### src/rtl/shared_mem_arbiter_pkg.sv
// Shared types and constants for the shared memory arbiter.
package mem_arb_pkg;

  // Owner of an outstanding read response.
  typedef enum logic [1:0] {
    OWN_NONE = 2'd0,
    OWN_LD   = 2'd1,
    OWN_D    = 2'd2,
    OWN_IF   = 2'd3
  } owner_t;

  // Saturation value of the fetch starvation counter.
  localparam logic [3:0] STARVE_MAX = 4'd15;

  // Bit positions inside the one-hot grant vector.
  localparam int GNT_LD = 0;
  localparam int GNT_D  = 1;
  localparam int GNT_IF = 2;

  // Map a one-hot grant vector to the requester that owns it.
  function automatic owner_t gnt_owner(input logic [2:0] gnt);
    owner_t o;
    case (gnt)
      3'b001:  o = OWN_LD;
      3'b010:  o = OWN_D;
      3'b100:  o = OWN_IF;
      default: o = OWN_NONE;
    endcase
    return o;
  endfunction

endpackage

### src/rtl/shared_mem_arbiter_prio.sv
// Combinational grant selector: loader > data > fetch, with fetch promotion.
module mem_arb_prio
  import mem_arb_pkg::*;
(
  input  logic       ld_mode,
  input  logic       ld_req,
  input  logic       d_req,
  input  logic       if_req,
  input  logic       promote,
  output logic [2:0] gnt
);

  // Pick exactly one requester (or none); loader mode locks out the CPU.
  always_comb begin
    gnt = 3'b000;
    if (ld_mode) begin
      if (ld_req) begin
        gnt[GNT_LD] = 1'b1;
      end else begin
        gnt = 3'b000;
      end
    end else if (promote && if_req) begin
      gnt[GNT_IF] = 1'b1;
    end else if (d_req) begin
      gnt[GNT_D] = 1'b1;
    end else if (if_req) begin
      gnt[GNT_IF] = 1'b1;
    end else begin
      gnt = 3'b000;
    end
  end

endmodule

### src/rtl/shared_mem_arbiter.sv
// Single-port memory arbiter for CPU fetch, CPU data and program loader.
module shared_mem_arbiter
  import mem_arb_pkg::*;
#(
  parameter int ADDR_W       = 11,
  parameter int DATA_W       = 32,
  parameter int STARVE_LIMIT = 4
) (
  input  logic              clk,
  input  logic              rst,
  input  logic              ld_mode,
  input  logic              ld_req,
  input  logic              ld_we,
  input  logic [ADDR_W-1:0] ld_addr,
  input  logic [DATA_W-1:0] ld_wdata,
  output logic              ld_gnt,
  output logic              ld_rvalid,
  input  logic              d_req,
  input  logic              d_we,
  input  logic [ADDR_W-1:0] d_addr,
  input  logic [DATA_W-1:0] d_wdata,
  output logic              d_gnt,
  output logic              d_rvalid,
  input  logic              if_req,
  input  logic [ADDR_W-1:0] if_addr,
  output logic              if_gnt,
  output logic              if_rvalid,
  output logic [DATA_W-1:0] rdata,
  output logic              mem_en,
  output logic              mem_we,
  output logic [ADDR_W-1:0] mem_addr,
  output logic [DATA_W-1:0] mem_wdata,
  input  logic [DATA_W-1:0] mem_rdata,
  output logic              cpu_stall
);

  localparam logic [3:0] LIMIT = 4'(STARVE_LIMIT);

  logic [2:0] sel;
  logic [2:0] gnt;
  logic       promote;
  logic [3:0] starve_cnt_q, starve_cnt_d;
  owner_t     owner_q, owner_d;

  // Fetch overrides data once it has waited long enough (never in loader mode).
  assign promote = (starve_cnt_q >= LIMIT) && !ld_mode;

  mem_arb_prio u_prio (
    .ld_mode (ld_mode),
    .ld_req  (ld_req),
    .d_req   (d_req),
    .if_req  (if_req),
    .promote (promote),
    .gnt     (sel)
  );

  // Grants are combinational but held low during reset.
  always_comb begin
    if (rst) begin
      gnt = 3'b000;
    end else begin
      gnt = sel;
    end
  end

  assign ld_gnt    = gnt[GNT_LD];
  assign d_gnt     = gnt[GNT_D];
  assign if_gnt    = gnt[GNT_IF];
  assign cpu_stall = (if_req & ~if_gnt) | (d_req & ~d_gnt);

  // Memory command is the granted payload; fetch is always a read.
  always_comb begin
    mem_en    = 1'b0;
    mem_we    = 1'b0;
    mem_addr  = '0;
    mem_wdata = '0;
    case (gnt)
      3'b001: begin
        mem_en    = 1'b1;
        mem_we    = ld_we;
        mem_addr  = ld_addr;
        mem_wdata = ld_wdata;
      end
      3'b010: begin
        mem_en    = 1'b1;
        mem_we    = d_we;
        mem_addr  = d_addr;
        mem_wdata = d_wdata;
      end
      3'b100: begin
        mem_en    = 1'b1;
        mem_addr  = if_addr;
      end
      default: begin
        mem_en = 1'b0;
      end
    endcase
  end

  // Count consecutive denied fetch cycles, saturating; clear on grant or idle.
  always_comb begin
    if (if_req && !if_gnt) begin
      if (starve_cnt_q == STARVE_MAX) begin
        starve_cnt_d = starve_cnt_q;
      end else begin
        starve_cnt_d = starve_cnt_q + 4'd1;
      end
    end else begin
      starve_cnt_d = 4'd0;
    end
  end

  // Only reads leave a response owner behind; writes return nothing.
  always_comb begin
    if (mem_en && !mem_we) begin
      owner_d = gnt_owner(gnt);
    end else begin
      owner_d = OWN_NONE;
    end
  end

  // State registers with synchronous reset.
  always_ff @(posedge clk) begin
    if (rst) begin
      owner_q      <= OWN_NONE;
      starve_cnt_q <= 4'd0;
    end else begin
      owner_q      <= owner_d;
      starve_cnt_q <= starve_cnt_d;
    end
  end

  // Route memory read data to the recorded owner; a reset drops the response.
  always_comb begin
    ld_rvalid = 1'b0;
    d_rvalid  = 1'b0;
    if_rvalid = 1'b0;
    rdata     = '0;
    if (rst) begin
      rdata = '0;
    end else begin
      case (owner_q)
        OWN_LD:  ld_rvalid = 1'b1;
        OWN_D:   d_rvalid  = 1'b1;
        OWN_IF:  if_rvalid = 1'b1;
        default: rdata     = '0;
      endcase
      if (owner_q != OWN_NONE) begin
        rdata = mem_rdata;
      end else begin
        rdata = '0;
      end
    end
  end

endmodule

### config.mk
export PLATFORM = sky130hd
export DESIGN_NAME = shared_mem_arbiter
export DESIGN_NICKNAME = d
export VERILOG_FILES = /design/src/rtl/shared_mem_arbiter_pkg.sv /design/src/rtl/shared_mem_arbiter_prio.sv /design/src/rtl/shared_mem_arbiter.sv
export SDC_FILE = /design/constraint.sdc
export NUM_CORES = 1
export LEC_CHECK = 0
export ABC_AREA = 0
export BUFFER_PORTS_ARGS = -buffer_cell sky130_fd_sc_hd__buf_2
export CAP_MARGIN = 20
export CORE_AREA = 2 2 85 87
export DETAILED_ROUTE_END_ITERATION = 10
export DIE_AREA = 0 0 87 89
export PLACE_DENSITY = 0.53
export SLEW_MARGIN = 20
export SYNTH_ARGS = -nofsm -noshare
export SYNTH_HDL_FRONTEND = slang
export SYNTH_SLANG_ARGS = --single-unit
### constraint.sdc
create_clock -name clk -period 1.6 [get_ports clk]
set_input_delay 0 -clock clk [delete_from_list [all_inputs] [get_ports clk]]
set_output_delay 0 -clock clk [all_outputs]
set_load 0.01 [all_outputs]
==> results.md <==
* RePlAce Congestion at 0.8102
* Design area at 2382 um^2
* Fin cells at 442
* DR vias/cell at 4.412
* Post-synth EDFFs at 0
* Area growth, synth to finish at 118.6%
* Final period utilization at 1.023
* Pre-CTS WS at 0.04979 ns
* Via count at 1950
* Worst-Margin Slew at 0.3845 ns
* Worst hold endpoint: owner_q[0]
* DRC at 0
* Placed Area at 2268 um^2
* CP endpoint kind: primary output
* Inserted Diodes at 0
* Largest net degree at the start of global routing at 33
* GRT Overall Usage at 0.1319
* Peak Freq at 0.6107 GHz
* First-pass GRT wire length at 8190 um
* GR Overflow Total at 0
* Syn avg cell area at 7.621 um^2
* Grt peak-use layer: met2
* Reg2reg path depth at 4
* Seq/Total Area, Yosys at 0.1102
* Most frequent cell after synthesis: and2_1
* IO Port Bufs at 220
* Rel. slew slack at 0.7437
* Final min period at 1.637 ns
* Final setup viols at 7
* Layout Skew at 0.001173 ns
* Yosys warns at 0
* Top cell type's share of synthesized area at 0.2652
* Clock latency on the worst-skew pair at 0.22 ns
* Core region area at 6719 um^2
* PwrDens at 363.5 nW/um^2
* Layout cells sized above 1 at 0.6740
* Ys flop type: dfxtp_1
* Clk sinks at 6
* Vias in the first global route at 1700
* Clock-pin slew on the worst setup and hold paths at 0.04 ns
* # rows at 30
* Post-Syn Nets at 281
* WHS Path Cells at 3
* Wire per inst at 13.92 um
* Clock root cell: clkbuf_8
* Final setup margin at -0.03738 ns
* Distinct cells, synth at 31
* Initial drt markers at 34
* Nets at 502
* Async SR Flop Fraction at 0
* Synth area leaders: a22o_1 27%, and2_1 25%, dfxtp_1 11%, a221o_1 7.3%, a221o_2 3.1%
* Final Hold Vio Count at 0
* WS Path Type: flip-flop to primary output
* DP HPWL at 5161 um
* Post-layout util at 0.3546
* Final wirelength at 6153 um
* Total CTS buffers at 3
* Critical Path RT at 1.60 ns
* Die H at 89 um
* Fillers at 732
* VDD IR max at 0.1537 mV
* Failing checks: negative setup slack
* Total power at 866.0 uW
* Detail Route Antenna Nets at 0
* Met2 Usage GRT at 0.2297
* CP startpoint kind: flip-flop
* Reg2reg setup slack at 0.08 ns
* R2R Path Start: starve_cnt_q[2]
* Status: finished with violations
* Crit path arrival time at 1.64 ns
* RSZ-0062 raised after global routing: true
* Drt pass-1 iters at 4
* Pins over their slew limit at 0
* Mapped Area at 1090 um^2
* Initial Utilization at 0.1622
* Die Wd at 87 um
* Register bit count reported by yosys at 6
* Initial antenna violation count at 0
* Total leakage power at 0.001499 uW
* Clock buffer depth at 2
* Top post-synthesis cells by count: 43 x and2_1, 33 x a22o_1, 8 x a221o_1, 8 x nor2_1
* R2R Path End: starve_cnt_q[2]
* IO Count at 221
* CTS H-Tree Depth at 1
* Crit-path max FO at 7
* Synth area leader: a22o_1
* TritonCTS clock tree: built
* Hold_sp: ld_we
* Hold_buf cts at 0
* Hold crit path type: input port to flip-flop
* Max Cap Violations at 0
* Grt met1 use at 0.1727
* GR Util met3 at 0.02031
* Mapped Cells at 143
* Die area at 7743 um^2
* Inst Count DP at 435
[worst max path at each step]
stage	cells after the start	slack, ns	to	start
6_report	4	-0.04	mem_addr[9]	starve_cnt_q[2]
5_1_grt	4	-0.09	mem_addr[1]	starve_cnt_q[2]
4_1_cts	4	-0.05	mem_addr[9]	starve_cnt_q[2]
3_5_place_dp	4	0.05	mem_en	starve_cnt_q[3]
3_3_place_gp	4	0.07	mem_en	starve_cnt_q[3]
2_1_floorplan	4	0.22	mem_addr[0]	starve_cnt_q[3]
[through the flow]
| step | hold WS, ns | setup TNS, ns |
|---|---|---|
| 2_1_floorplan | 0.04948 | 0 |
| 3_3_place_gp | 0.2855 | 0 |
| 3_5_place_dp | 0.2872 | 0 |
| 4_1_cts | 0.05324 | -0.2642 |
| 5_1_grt | 0.06933 | -0.6530 |
| 6_report | 0.06126 | -0.1648 |
[placed cells by master, fill, tap and decap left out]
cell type / synthesis / final
buf_2: 6 / 216
and2_1: 43 / 43
a22o_1: 33 / 33
nor2_1: 8 / 8
a221o_1: 8 / 8
buf_4: 0 / 7
buf_6: 1 / 6
dfxtp_1: 6 / 4
a221o_2: 3 / 3
nor3b_1: 3 / 3
inv_1: 3 / 3
clkbuf_8: 0 / 3
and3b_1: 2 / 2
and3_4: 1 / 2
nor3_1: 2 / 2
nand3_1: 2 / 2
dfxtp_2: 0 / 2
o21ai_0: 1 / 1
and3_1: 1 / 1
or3b_4: 1 / 1
or3_4: 0 / 1
or2_2: 1 / 1
maj3_1: 1 / 1
a211o_2: 1 / 1
nand2_1: 1 / 1
a31oi_1: 1 / 1
nor2b_1: 1 / 1
a21oi_1: 1 / 1
mux2i_1: 1 / 1
xnor2_1: 1 / 1
a21o_2: 1 / 1
ha_1: 1 / 1
[critical path, stage by stage, from the launching register on]
cell     delay (ns)
dfxtp_2        0.32
or3b_4         0.41
and3_4         0.22
a221o_2        0.34
buf_6          0.12
[logic make-up (layout without fill, tap and decap cells)]
logic type | after synthesis | count (layout) | share of synthesized area
buffers and inverters | 17 | 235 | 0.07233
adders and majority gates | 2 | 2 | 0.02066
DFF | 6 | 6 | 0.1102
AOI/OAI and AO/OA | 49 | 49 | 0.4018
xor gates and xnor gates | 1 | 1 | 0.008038
and+or+nand+nor | 67 | 68 | 0.3777
muxes | 1 | 1 | 0.009185
[area by class of cell]
type	instances	area (um^2)	area share
tap	80	100.1	0.04202
sequential	6	122.6	0.05147
timing repair buffer	229	1201	0.5042
multi-input combinational	121	905.9	0.3803
clock buffer	3	41.29	0.01733
inverter	3	11.26	0.004727
[report_power, final]
part / leakage (uW) / switching (uW) / internal (uW)
logic: 0.00143 / 210 / 273
registers: 0.0000499 / 4.96 / 155
clock network: 0.0000216 / 62.5 / 161
[routing by layer]
| metal | wire length, um | vias to the layer above |
|---|---|---|
| li1 | - | 976 |
| met1 | 2545 | 877 |
| met2 | 3144 | 91 |
| met3 | 422 | 6 |
| met4 | 40 | 0 |
| met5 | 0 | - |
[flip-flops by register name (all words and copies together) (netlist names)]
name / flops
owner_q: 2
starve_cnt_q: 4
[repair_timing]
item                                    CTS  global route
setup buffers                             3             0
gates resized for setup                   6             4
pin swaps                                 2             0
gates cloned                              1             0
endpoints found under the setup margin   12            14
Power figures use the tool's default switching activity.
